### config.mk
export PLATFORM = sky130hd
export DESIGN_NAME = i2c_target_regs
export DESIGN_NICKNAME = d
export VERILOG_FILES = /design/src/rtl/i2c_pkg.sv /design/src/rtl/i2c_bus_sync.sv /design/src/rtl/i2c_target_regs.sv
export SDC_FILE = /design/constraint.sdc
export NUM_CORES = 1
export LEC_CHECK = 0
export ABC_CLOCK_PERIOD_IN_PS = 5100
export BUFFER_PORTS_ARGS = -buffer_cell sky130_fd_sc_hd__clkbuf_2
export CAP_MARGIN = 10
export CORE_UTILIZATION = 30
export CTS_CLUSTER_SIZE = 25
export DETAILED_ROUTE_END_ITERATION = 8
export GPL_TIMING_DRIVEN = 0
export PLACE_DENSITY = 0.49
export SKIP_LAST_GASP = 1
export SYNTH_ARGS = -nofsm -noshare
export SYNTH_HDL_FRONTEND = slang
export SYNTH_SLANG_ARGS = --single-unit
### constraint.sdc
create_clock -name iClk -period 5.1 [get_ports iClk]
set_clock_uncertainty 0.1 [all_clocks]
set_input_delay 0.255 -clock iClk [delete_from_list [all_inputs] [get_ports iClk]]
set_output_delay 0.255 -clock iClk [all_outputs]
set_load 0.01 [all_outputs]
### src/rtl/i2c_pkg.sv
// rtl/i2c_pkg.sv - shared I2C state encoding and bus-level constants
package i2c_pkg;

  typedef enum logic [3:0] {
    ST_IDLE,
    ST_ADDR,
    ST_ADDR_ACK,
    ST_PTR,
    ST_PTR_ACK,
    ST_WDATA,
    ST_WDATA_ACK,
    ST_RDATA,
    ST_RDATA_ACK
  } i2c_state_t;

  localparam int         BITS_PER_BYTE   = 8;
  localparam logic [2:0] LAST_BIT        = 3'(BITS_PER_BYTE - 1);
  localparam logic       START_SDA_LEVEL = 1'b0;
  localparam logic       STOP_SDA_LEVEL  = 1'b1;
  localparam logic       SDA_ACK         = 1'b0;
  localparam logic       SDA_NACK        = 1'b1;

endpackage

### src/rtl/i2c_bus_sync.sv
// rtl/i2c_bus_sync.sv - SCL/SDA synchronizers with SCL edge and START/STOP detection
module i2c_bus_sync
  import i2c_pkg::*;
(
  input  logic clk,
  input  logic rst,
  input  logic scl,
  input  logic sda,
  output logic sda_s,
  output logic scl_rise,
  output logic scl_fall,
  output logic start_det,
  output logic stop_det
);

  logic [1:0] scl_sync;
  logic [1:0] sda_sync;
  logic       scl_q;
  logic       sda_q;
  logic       scl_s;

  // Reset to the idle bus level so release never looks like an edge.
  always_ff @(posedge clk or posedge rst) begin
    if (rst) begin
      scl_sync <= 2'b11;
      sda_sync <= 2'b11;
      scl_q    <= 1'b1;
      sda_q    <= 1'b1;
    end else begin
      scl_sync <= {scl_sync[0], scl};
      sda_sync <= {sda_sync[0], sda};
      scl_q    <= scl_sync[1];
      sda_q    <= sda_sync[1];
    end
  end

  assign scl_s     = scl_sync[1];
  assign sda_s     = sda_sync[1];
  assign scl_rise  = scl_s & ~scl_q;
  assign scl_fall  = ~scl_s & scl_q;
  assign start_det = scl_s & scl_q & (sda_q != sda_s) & (sda_s == START_SDA_LEVEL);
  assign stop_det  = scl_s & scl_q & (sda_q != sda_s) & (sda_s == STOP_SDA_LEVEL);

endmodule

### src/rtl/i2c_target_regs.sv
// rtl/i2c_target_regs.sv - I2C target exposing a small register file with auto-incrementing pointer
module i2c_target_regs
  import i2c_pkg::*;
#(
  parameter logic [6:0] TARGET_ADDR = 7'h54,
  parameter int         NUM_REGS    = 8,
  localparam int        PW          = $clog2(NUM_REGS)
) (
  input  logic          iClk,
  input  logic          iRst,
  input  logic          iSCL,
  input  logic          iSDA,
  output logic          oSDA_Oe,
  input  logic [PW-1:0] iHost_Addr,
  output logic [7:0]    oHost_Data,
  output logic          oWr_Valid,
  output logic [PW-1:0] oWr_Addr,
  output logic [7:0]    oWr_Data,
  output logic          oBusy
);

  logic          sda_s;
  logic          scl_rise;
  logic          scl_fall;
  logic          start_det;
  logic          stop_det;
  i2c_state_t    state;
  logic [7:0]    regs [NUM_REGS];
  logic [PW-1:0] ptr;
  logic [7:0]    sr;
  logic [2:0]    cnt;
  logic          rw;
  logic [7:0]    nxt;
  logic [7:0]    rd_byte;

  i2c_bus_sync u_sync (
    .clk       (iClk),
    .rst       (iRst),
    .scl       (iSCL),
    .sda       (iSDA),
    .sda_s     (sda_s),
    .scl_rise  (scl_rise),
    .scl_fall  (scl_fall),
    .start_det (start_det),
    .stop_det  (stop_det)
  );

  assign nxt        = {sr[6:0], sda_s};
  assign rd_byte    = regs[ptr];
  assign oHost_Data = regs[iHost_Addr];

  // In the ACK states oSDA_Oe doubles as the phase: first fall drives ACK, second fall ends it.
  always_ff @(posedge iClk or posedge iRst) begin
    if (iRst) begin
      state     <= ST_IDLE;
      oSDA_Oe   <= 1'b0;
      oWr_Valid <= 1'b0;
      oWr_Addr  <= '0;
      oWr_Data  <= '0;
      oBusy     <= 1'b0;
      ptr       <= '0;
      sr        <= '0;
      cnt       <= '0;
      rw        <= 1'b0;
      for (int i = 0; i < NUM_REGS; i++) regs[i] <= '0;
    end else begin
      oWr_Valid <= 1'b0;
      if (stop_det) begin
        state   <= ST_IDLE;
        oSDA_Oe <= 1'b0;
        oBusy   <= 1'b0;
      end else if (start_det) begin
        state   <= ST_ADDR;
        oSDA_Oe <= 1'b0;
        cnt     <= '0;
      end else begin
        case (state)
          ST_ADDR: if (scl_rise) begin
            sr  <= nxt;
            cnt <= cnt + 3'd1;
            if (cnt == LAST_BIT) begin
              if (nxt[7:1] == TARGET_ADDR) begin
                state <= ST_ADDR_ACK;
                rw    <= nxt[0];
                oBusy <= 1'b1;
              end else begin
                state <= ST_IDLE;
                oBusy <= 1'b0;
              end
            end
          end
          ST_ADDR_ACK: if (scl_fall) begin
            cnt <= '0;
            if (!oSDA_Oe) begin
              oSDA_Oe <= 1'b1;
            end else if (rw) begin
              state   <= ST_RDATA;
              oSDA_Oe <= ~rd_byte[7];
              sr      <= {rd_byte[6:0], 1'b0};
            end else begin
              state   <= ST_PTR;
              oSDA_Oe <= 1'b0;
            end
          end
          ST_PTR: if (scl_rise) begin
            sr  <= nxt;
            cnt <= cnt + 3'd1;
            if (cnt == LAST_BIT) begin
              ptr   <= nxt[PW-1:0];
              state <= ST_PTR_ACK;
            end
          end
          ST_WDATA: if (scl_rise) begin
            sr  <= nxt;
            cnt <= cnt + 3'd1;
            if (cnt == LAST_BIT) begin
              regs[ptr] <= nxt;
              oWr_Valid <= 1'b1;
              oWr_Addr  <= ptr;
              oWr_Data  <= nxt;
              ptr       <= ptr + PW'(1);
              state     <= ST_WDATA_ACK;
            end
          end
          ST_PTR_ACK, ST_WDATA_ACK: if (scl_fall) begin
            cnt <= '0;
            if (!oSDA_Oe) begin
              oSDA_Oe <= 1'b1;
            end else begin
              oSDA_Oe <= 1'b0;
              state   <= ST_WDATA;
            end
          end
          ST_RDATA: if (scl_fall) begin
            if (cnt == LAST_BIT) begin
              oSDA_Oe <= 1'b0;
              ptr     <= ptr + PW'(1);
              cnt     <= '0;
              state   <= ST_RDATA_ACK;
            end else begin
              oSDA_Oe <= ~sr[7];
              sr      <= {sr[6:0], 1'b0};
              cnt     <= cnt + 3'd1;
            end
          end
          ST_RDATA_ACK: begin
            if (scl_rise) begin
              if (sda_s == SDA_NACK) state <= ST_IDLE;
              else                   cnt   <= 3'd1;
            end else if (scl_fall && cnt == 3'd1) begin
              state   <= ST_RDATA;
              oSDA_Oe <= ~rd_byte[7];
              sr      <= {rd_byte[6:0], 1'b0};
              cnt     <= '0;
            end
          end
          default: ;
        endcase
      end
    end
  end

endmodule

==> results.json, run 1 <==
{
  "power_density_nw_per_um2": 295,
  "cp.arrival_ns": 2.79,
  "cts_buffers": 9,
  "synthTopCellsByCount": "97 x dfrtp_1, 74 x mux2_2, 54 x nand2_1, 32 x mux4_2, 20 x clkbuf_1",
  "dr.max_layer_used": "met4",
  "wl_per_cell_um": 20.6,
  "synthFlopType": "dfrtp_1",
  "port_buffers": 25,
  "clk_pin_slew_worst_paths_ns": 0.07,
  "core.rowCount": 50,
  "cts_root_buffer": "clkbuf_16",
  "synth.area.top_cells": "dfrtp_1 42%, mux2_2 15%, mux4_2 13%, nand2_1 3.5%, dfstp_2 2.7%",
  "hold_slack_ns": 0.259,
  "drt_iter0_markers": 351,
  "crit_family": "simple AND/OR/NAND/NOR gates",
  "area_growth_pct": 13.2,
  "path_class": "reg2reg",
  "cpPeakStageDelay_ns": 0.58,
  "cts_buffer_depth": 2,
  "cts_htree_levels": 3,
  "yosysWarnings": 0,
  "startpoint_type": "flop",
  "via_per_inst": 5.26,
  "yosys.area_share.xor_xnor_pct": 0.152,
  "drv_slew": 0,
  "rsz0062_at_grt": "false",
  "dieArea_um2": 19700,
  "fmax_mhz": 378,
  "gp_congestion": 0.851,
  "synthMuxAreaShare_pct": 30.9,
  "tightest_slew_ns": 0.912,
  "layout.nets": 506,
  "tns_ns": 0,
  "peakVddDrop_uv": 158,
  "antenna_found_initial": 0,
  "cts_tree": "done",
  "hold_path_class": "reg2reg",
  "remaining_drc_errors": 0,
  "hold_buffers": 3,
  "yosysUniqueCellTypes": 63,
  "wl_um": 15100,
  "dr.pass1.iters": 5,
  "crit_required_ns": 5.24,
  "synth-async-reset-ratio_pct": 100,
  "worstPathMaxFanout": 8,
  "grt_pass1_wl_um": 24500,
  "initial_core_util_pct": 30.7,
  "synth-seq-cells": 103,
  "synth-compound-area-share_pct": 7.25,
  "synthCells": 455,
  "relSlewSlack_pct": 38.9,
  "critPathMostFrequentCell": "ha_1",
  "syn_nets": 466,
  "ant_nets": 0,
  "cts_resized": 0,
  "core_area_um2": 18700,
  "dr_wl_met2_um": 7370,
  "routed-via-count": 3860,
  "cts.sinks": 103,
  "overflow": 0,
  "period_share_pct": 51.9,
  "synthAdderAreaFrac_pct": 0.871,
  "crit_path_top_delay_cell": "nand4_1",
  "cts_setup_buffers": 0,
  "wl_met3_um": 481,
  "outcome": "complete, no violations",
  "dieHeight_um": 140,
  "grt_pass1_vias": 4189,
  "track_usage_pct": 16.5,
  "syn-cell-area_um2": 5740,
  "synth-edff-count": 0,
  "wl_met1_um": 6940,
  "yosysTopAreaCell": "dfrtp_1",
  "crit_buf_inv": 1,
  "hold_viol": 0,
  "synth_top_area_share_pct": 42.3,
  "grt_max_degree": 70,
  "synthSimpleGateAreaFrac_pct": 12.2,
  "seq_area_frac_synth_pct": 45.0,
  "yosysMostFrequentCell": "dfrtp_1",
  "dp.final_hpwl_um": 10400,
  "p_leak_nw": 2.93,
  "synth_top_family_by_area": "multiplexers",
  "num_io_pins": 29,
  "maxCapViolCount": 0,
  "syn_area_per_cell_um2": 12.6,
  "fin_crit_ns": 2.65,
  "antenna_cells": 0,
  "dieWidth_um": 140,
  "endpoint_kind": "flop",
  "crit_chain": "ha_1 -> ha_1 -> nand3_4 -> inv_2 -> nand4_1 -> mux2_2",
  "setup_violations": 0,
  "clkLatencyLatePin_ns": 0.36,
  "drive_gt1_share_pct": 39.0
}
[routing by layer]
layer / up-vias / track usage, %
li1: 1778 / -
met1: 1983 / 21.7
met2: 76 / 27.1
met3: 23 / 3.38
met4: 0 / 5.67
met5: - / 0
[state kept, by name (all words and copies together) (netlist names), 2 cells and up]
name and cells:
oWr_Data 8, u_sync.scl_sync 2, regs 64, u_sync.sda_sync 2, oWr_Addr 3, cnt 3, state 4, sr 8
ptr 3
[cells in the final DEF, fill, tap and decap left out, types with 5 or more instances in the layout]
cell type	instances
dfrtp_1	97
mux2_2	74
nand2_1	54
mux4_2	32
clkbuf_2	26
clkbuf_1	22
a21oi_1	16
nor2_1	15
mux2i_1	10
buf_2	9
clkbuf_16	9
mux2_4	8
nand3_1	7
a31oi_1	6
o21ai_0	6
o22ai_1	6
dfstp_2	6
inv_1	5
nor2b_1	5
nand4_1	5
nand4b_1	5
[power by group]
group | switching (mW) | internal, mW | leakage (nW)
combinational | 0.230 | 0.125 | 1.39
sequential | 0.0337 | 0.857 | 1.41
clock | 0.334 | 0.341 | 0.133
total | 0.597 | 1.32 | 2.93
[cell families (layout without fill, tap and decap cells)]
logic type	after synthesis	after routing
DFF	103	103
muxes	124	124
buffers and inverters	45	90
xor gates and xnor gates	1	1
AOI/OAI and AO/OA	57	57
and+or+nand+nor	121	121
adders and majority gates	4	4
[final timing paths]
path	startpoint	endpoint	slack [ns]	depth (start not counted)
setup / recovery	cnt[0]$_DFFE_PP0P_	regs[0]$_DFFE_PP0P_	2.45	6
hold / removal	u_sync.sda_sync[0]$_DFF_PP1_	u_sync.sda_sync[1]$_DFF_PP1_	0.26	0
setup reg to reg	cnt[0]$_DFFE_PP0P_	regs[0]$_DFFE_PP0P_	2.45	6
hold reg to reg	u_sync.sda_sync[0]$_DFF_PP1_	u_sync.sda_sync[1]$_DFF_PP1_	0.26	0
max in group asynchronous	iRst	regs[46]$_DFFE_PP0P_	3.84	4
min in group asynchronous	iRst	state[0]$_DFFE_PP0P_	0.37	3
[per-stage QoR]
step	instance area, um^2	power (mW)	instances	util [%]	setup slack, ns
global placement	6160	1.25	714	32.9	0.760
detailed placement	6190	1.26	715	33.1	2.42
global route	6500	2.02	734	34.7	2.32
floorplan	5740	1.15	455	-	2.05
finish	6500	1.92	734	34.7	2.45
CTS	6500	1.94	734	34.7	2.42
[cell type report]
cell class / count / area [um^2]
clock buffers: 11 / 233
multi-input cells: 307 / 2950
flip-flops and latches: 103 / 2580
inverters: 7 / 28.8
plain buffers: 38 / 181
well taps: 234 / 293
repair buffers: 29 / 183
clock inverters: 5 / 45.0
fillers: 1800 / 12200
No activity file was read; power rests on OpenSTA's default activity.
==> inputs of run 2 (changes only) <==
--- a/config.mk
+++ b/config.mk
@@ -5,7 +5,7 @@
 export SDC_FILE = /design/constraint.sdc
 export NUM_CORES = 1
 export LEC_CHECK = 0
-export ABC_CLOCK_PERIOD_IN_PS = 5100
+export ABC_CLOCK_PERIOD_IN_PS = 2750
 export BUFFER_PORTS_ARGS = -buffer_cell sky130_fd_sc_hd__clkbuf_2
 export CAP_MARGIN = 10
 export CORE_UTILIZATION = 30
==> constraint.sdc (replaced) <==
create_clock -name iClk -period 2.75 [get_ports iClk]
set_clock_uncertainty 0.1 [all_clocks]
set_input_delay 0.1375 -clock iClk [delete_from_list [all_inputs] [get_ports iClk]]
set_output_delay 0.1375 -clock iClk [all_outputs]
set_load 0.01 [all_outputs]
==> results.json, run 2 (synthesis gave the netlist of run 1 again) <==
{
  "outcome": "complete, no violations",
  "hold_viol": 0,
  "grt_pass1_wl_um": 24200,
  "p_int_mw": 2.55,
  "fin_ws_ns": 0.111,
  "cts.sinks": 103,
  "rrSetupSlack_ns": 0.11,
  "post-place-cells": 717,
  "area_growth_pct": 14.6,
  "cts_root_buffer": "clkbuf_16",
  "fin_crit_ns": 2.64,
  "power_density_nw_per_um2": 558,
  "cts_htree_levels": 3,
  "via_per_inst": 5.21,
  "maxCapViolCount": 0,
  "fin_cells": 737,
  "largest_register_ffs": 64,
  "power_switching_mw": 1.12,
  "peakVddDrop_uv": 382,
  "clk_pin_slew_worst_paths_ns": 0.07,
  "critPathCapture": "regs[1]$_DFFE_PP0P_",
  "core.rowCount": 50,
  "startpoint_type": "flop",
  "num_io_pins": 29,
  "grt_pass1_vias": 4104,
  "cp.arrival_ns": 2.78,
  "gp_congestion": 0.839,
  "placed_area_um2": 6230,
  "r2r-end": "regs[1]$_DFFE_PP0P_",
  "rsz0062_at_grt": "true",
  "crit_required_ns": 2.89,
  "antenna_found_initial": 0,
  "track_usage_pct": 16.4,
  "wl_per_cell_um": 20.3,
  "setup_violations": 0,
  "seqPwrFrac_pct": 44.9,
  "routed-via-count": 3837,
  "pwr-share-clk_pct": 37.3,
  "final_common_cell": "dfrtp_1",
  "wl_um": 14900,
  "dieArea_um2": 19700,
  "critical_path.startpoint": "cnt[0]$_DFFE_PP0P_",
  "remaining_drc_errors": 0,
  "combPwrFrac_pct": 17.8,
  "p_leak_nw": 2.97,
  "ff2ff_path_depth": 6,
  "endpoint_kind": "flop",
  "rr_startpoint": "cnt[0]$_DFFE_PP0P_",
  "top_regs": "regs: 64 flops, oWr_Data: 8 flops, sr: 8 flops",
  "regMostFlops": "regs",
  "tightest_slew_ns": 0.831,
  "antenna_cells": 0,
  "drt_iter0_markers": 252,
  "cts_buffers": 9,
  "clkLatencyLatePin_ns": 0.36,
  "dieHeight_um": 140,
  "fmax_mhz": 379,
  "port_buffers": 25,
  "overflow": 0,
  "grt_max_degree": 36,
  "cts_tree": "done",
  "fin_area_um2": 6580,
  "utilization_pct": 35.2,
  "hold_path_class": "in2async",
  "dieWidth_um": 140,
  "final_cell_mix": "97 x dfrtp_1, 74 x mux2_2, 54 x nand2_1",
  "core_area_um2": 18700,
  "pre_cts_slack_ns": 0.101,
  "dr.pass1.iters": 4,
  "layout.nets": 509,
  "initial_core_util_pct": 30.7,
  "drive_gt1_share_pct": 39.8,
  "switching_share_pct": 30.5,
  "worstPathMaxFanout": 8,
  "relSlewSlack_pct": 44.4,
  "cts_buffer_depth": 2,
  "ant_nets": 0,
  "dp.final_hpwl_um": 10300,
  "path_class": "reg2reg",
  "period_share_pct": 96.0,
  "drv_slew": 0
}
[run 2: worst min-delay path by stage]
stage | slack [ns] | cells past startpoint | endpoint | from
finish | 0.15 | 3 | cnt[1]$_DFFE_PP0P_ | iRst
global route | 0.18 | 3 | cnt[1]$_DFFE_PP0P_ | iRst
CTS | 0.15 | 3 | cnt[1]$_DFFE_PP0P_ | iRst
detailed placement | -0.02 | 2 | state[0]$_DFFE_PP0P_ | iRst
global placement | 0.13 | 1 | u_sync.sda_sync[0]$_DFF_PP1_ | iSDA
floorplan | 0.04 | 0 | u_sync.scl_sync[0]$_DFF_PP1_ | iSCL
[run 2: metal layers]
metal,wire length (um),share of wire (%),track usage [%],vias up
met5,0,0,0,-
met4,252,1.7,5.78,0
met3,381,2.5,2.67,13
met2,7560,51,28.2,56
met1,6750,45,20.8,1986
li1,-,-,-,1782
[run 2: area by class of cell]
type,count,area (um^2)
buffer,38,181
clock inverter,7,88.8
timing repair buffer,32,223
clock buffer,9,225
tap,234,293
multi-input combinational,307,2960
sequential,103,2580
fill,1845,12100
inverter,7,30.0
[run 2: worst max-delay path, cell delays in order, from the launching register on]
cell and delay [ns]:
dfrtp_1 0.40, ha_1 0.18, ha_1 0.35, nand3_4 0.25, inv_2 0.16, nand4_1 0.56
mux2_2 0.50
[run 2: what timing repair did]
action / in CTS / in global routing
hold buffers: 3 / 0
resized for setup: 0 / 1
setup endpoints to repair: 0 / 12
buffers inserted: 0 / 1
endpoints found under the hold margin: 41 / 0
[run 2: metrics by stage]
| stage | power (mW) | TNS [ns] | hold WS [ns] |
|---|---|---|---|
| final | 3.67 | 0 | 0.151 |
| after global placement | 2.32 | 0 | 0.127 |
| after CTS | 3.72 | 0 | 0.148 |
| after detailed placement | 2.33 | 0 | -0.0235 |
| after floorplan | 2.13 | 0 | 0.0420 |
| after global routing | 3.86 | -0.0111 | 0.179 |
[run 2: power by group through the flow]
stage / Sequential [mW] / Clock (mW) / Combinational, mW
3_5_place_dp: 1.68 / 0 / 0.655
5_1_grt: 1.66 / 1.47 / 0.728
4_1_cts: 1.65 / 1.41 / 0.660
6_report: 1.65 / 1.37 / 0.654
2_1_floorplan: 1.66 / 0 / 0.470
3_3_place_gp: 1.68 / 0 / 0.636
==> inputs of run 3 (changes only) <==
--- a/config.mk
+++ b/config.mk
@@ -13,6 +13,7 @@
 export DETAILED_ROUTE_END_ITERATION = 8
 export GPL_TIMING_DRIVEN = 0
 export PLACE_DENSITY = 0.49
+export RECOVER_POWER = 100
 export SKIP_LAST_GASP = 1
 export SYNTH_ARGS = -nofsm -noshare
 export SYNTH_HDL_FRONTEND = slang
==> results.json, run 3 (synthesis gave the netlist of run 1 again) <==
{
  "cp.arrival_ns": 2.80,
  "dieWidth_um": 140,
  "cts.sinks": 103,
  "outcome": "complete, no violations",
  "area_growth_pct": 12.6,
  "critPathCapture": "regs[1]$_DFFE_PP0P_",
  "via_per_inst": 5.22,
  "power_density_nw_per_um2": 565,
  "tightest_slew_ns": 0.837,
  "p_leak_nw": 2.87,
  "wl_per_cell_um": 20.2,
  "wl_um": 14900,
  "core_area_um2": 18700,
  "dieArea_um2": 19700,
  "setup_violations": 0,
  "grt_pass1_wl_um": 24200,
  "placed_area_um2": 6230,
  "dp.final_hpwl_um": 10300,
  "cts_root_buffer": "clkbuf_16",
  "dieHeight_um": 140,
  "ant_nets": 0,
  "crit_path_top_delay_cell": "nand4_1",
  "final_common_cell": "dfrtp_1",
  "crit_chain": "ha_1 -> ha_1 -> nand3_4 -> inv_2 -> nand4_1 -> mux2_2",
  "regMostFlops": "regs",
  "pre_cts_slack_ns": 0.101,
  "gp_congestion": 0.839,
  "ff2ff_path_depth": 6,
  "clk_pin_slew_worst_paths_ns": 0.07,
  "cts_buffers": 9,
  "crit_required_ns": 2.89,
  "port_buffers": 25,
  "core.rowCount": 50,
  "cpPeakStageDelay_ns": 0.58,
  "grt_max_degree": 36,
  "relSlewSlack_pct": 44.2,
  "fin_ws_ns": 0.0897,
  "utilization_pct": 34.6,
  "peakVddDrop_uv": 383,
  "tns_ns": 0,
  "largest_register_ffs": 64,
  "layout.nets": 509,
  "drt_iter0_markers": 240,
  "cts_buffer_depth": 2,
  "fmax_mhz": 376,
  "rsz0062_at_grt": "true",
  "cts_tree": "done",
  "grt_pass1_vias": 4104,
  "fin_crit_ns": 2.66,
  "initial_core_util_pct": 30.7,
  "cts_htree_levels": 3,
  "rr_startpoint": "cnt[0]$_DFFE_PP0P_",
  "antenna_found_initial": 0,
  "p_total_mw": 3.65,
  "drive_gt1_share_pct": 33.0,
  "critical_path.startpoint": "cnt[0]$_DFFE_PP0P_",
  "maxCapViolCount": 0,
  "endpoint_kind": "flop",
  "top_regs": "regs: 64 flops, oWr_Data: 8 flops, sr: 8 flops",
  "startpoint_type": "flop",
  "routed-via-count": 3849,
  "critPathMostFrequentCell": "ha_1",
  "overflow": 0,
  "track_usage_pct": 16.4,
  "rrSetupSlack_ns": 0.09,
  "clkLatencyLatePin_ns": 0.36,
  "hold_path_class": "in2async",
  "antenna_cells": 0,
  "final_cell_mix": "97 x dfrtp_1, 70 x mux2_2, 54 x nand2_1",
  "drv_slew": 0,
  "fin_area_um2": 6470,
  "hold_viol": 0,
  "path_class": "reg2reg",
  "worstPathMaxFanout": 8,
  "period_share_pct": 96.7,
  "dr.pass1.iters": 4,
  "remaining_drc_errors": 0,
  "r2r-end": "regs[1]$_DFFE_PP0P_",
  "num_io_pins": 29
}
[run 3: cell count changes in the layout (fill, tap and decap cells not counted), sizes merged]
cell and change:
clkbuf +7, buf -7
[run 3: where the power goes]
part / total, mW / switching [mW] / internal [mW]
sequential: 1.65 / 0.0625 / 1.59
clock: 1.37 / 0.640 / 0.729
combinational: 0.633 / 0.409 / 0.224
[run 3: final cells by class]
type	instances	area [um^2]
Fill cell	1884	12200
Multi-Input combinational cell	307	2910
Sequential cell	103	2580
Tap cell	234	293
Clock buffer	9	225
Timing Repair Buffer	32	170
Buffer	38	168
Clock inverter	7	88.8
Inverter	7	27.5
[run 3: how the worst min path moves through the flow]
stage,start,cells past startpoint,endpoint
floorplan,iSCL,0,u_sync.scl_sync[0]$_DFF_PP1_
global placement,iSDA,1,u_sync.sda_sync[0]$_DFF_PP1_
detailed placement,iRst,2,state[0]$_DFFE_PP0P_
CTS,iRst,3,cnt[1]$_DFFE_PP0P_
global route,iRst,3,cnt[1]$_DFFE_PP0P_
finish,iRst,3,cnt[1]$_DFFE_PP0P_
[run 3: layer usage]
layer | routed length (um) | up-vias | GRT usage (%)
met5 | 0 | - | 0
met4 | 289 | 0 | 5.78
met3 | 378 | 18 | 2.67
met2 | 7590 | 66 | 28.2
met1 | 6610 | 1983 | 20.8
li1 | - | 1782 | -
[run 3: repair_timing]
action,in CTS,in global routing
endpoints found under the hold margin,41,0
setup buffers,0,1
gates resized for setup,0,1
endpoints found under the setup margin,0,12
hold buffers,3,0
[run 3: worst max-delay path: cells and delay by family, from the launching register on]
kind / cells / cell delay, ns
buffers and inverters: 1 / 0.16
adders and majority gates: 2 / 0.55
muxes: 1 / 0.50
DFF: 1 / 0.40
and+or+nand+nor: 2 / 0.83
[run 3: stage by stage]
step | hold WS, ns | instances
finish | 0.201 | 737
detailed placement | -0.0235 | 717
CTS | 0.148 | 736
floorplan | 0.0420 | 455
global placement | 0.127 | 714
global route | 0.245 | 737
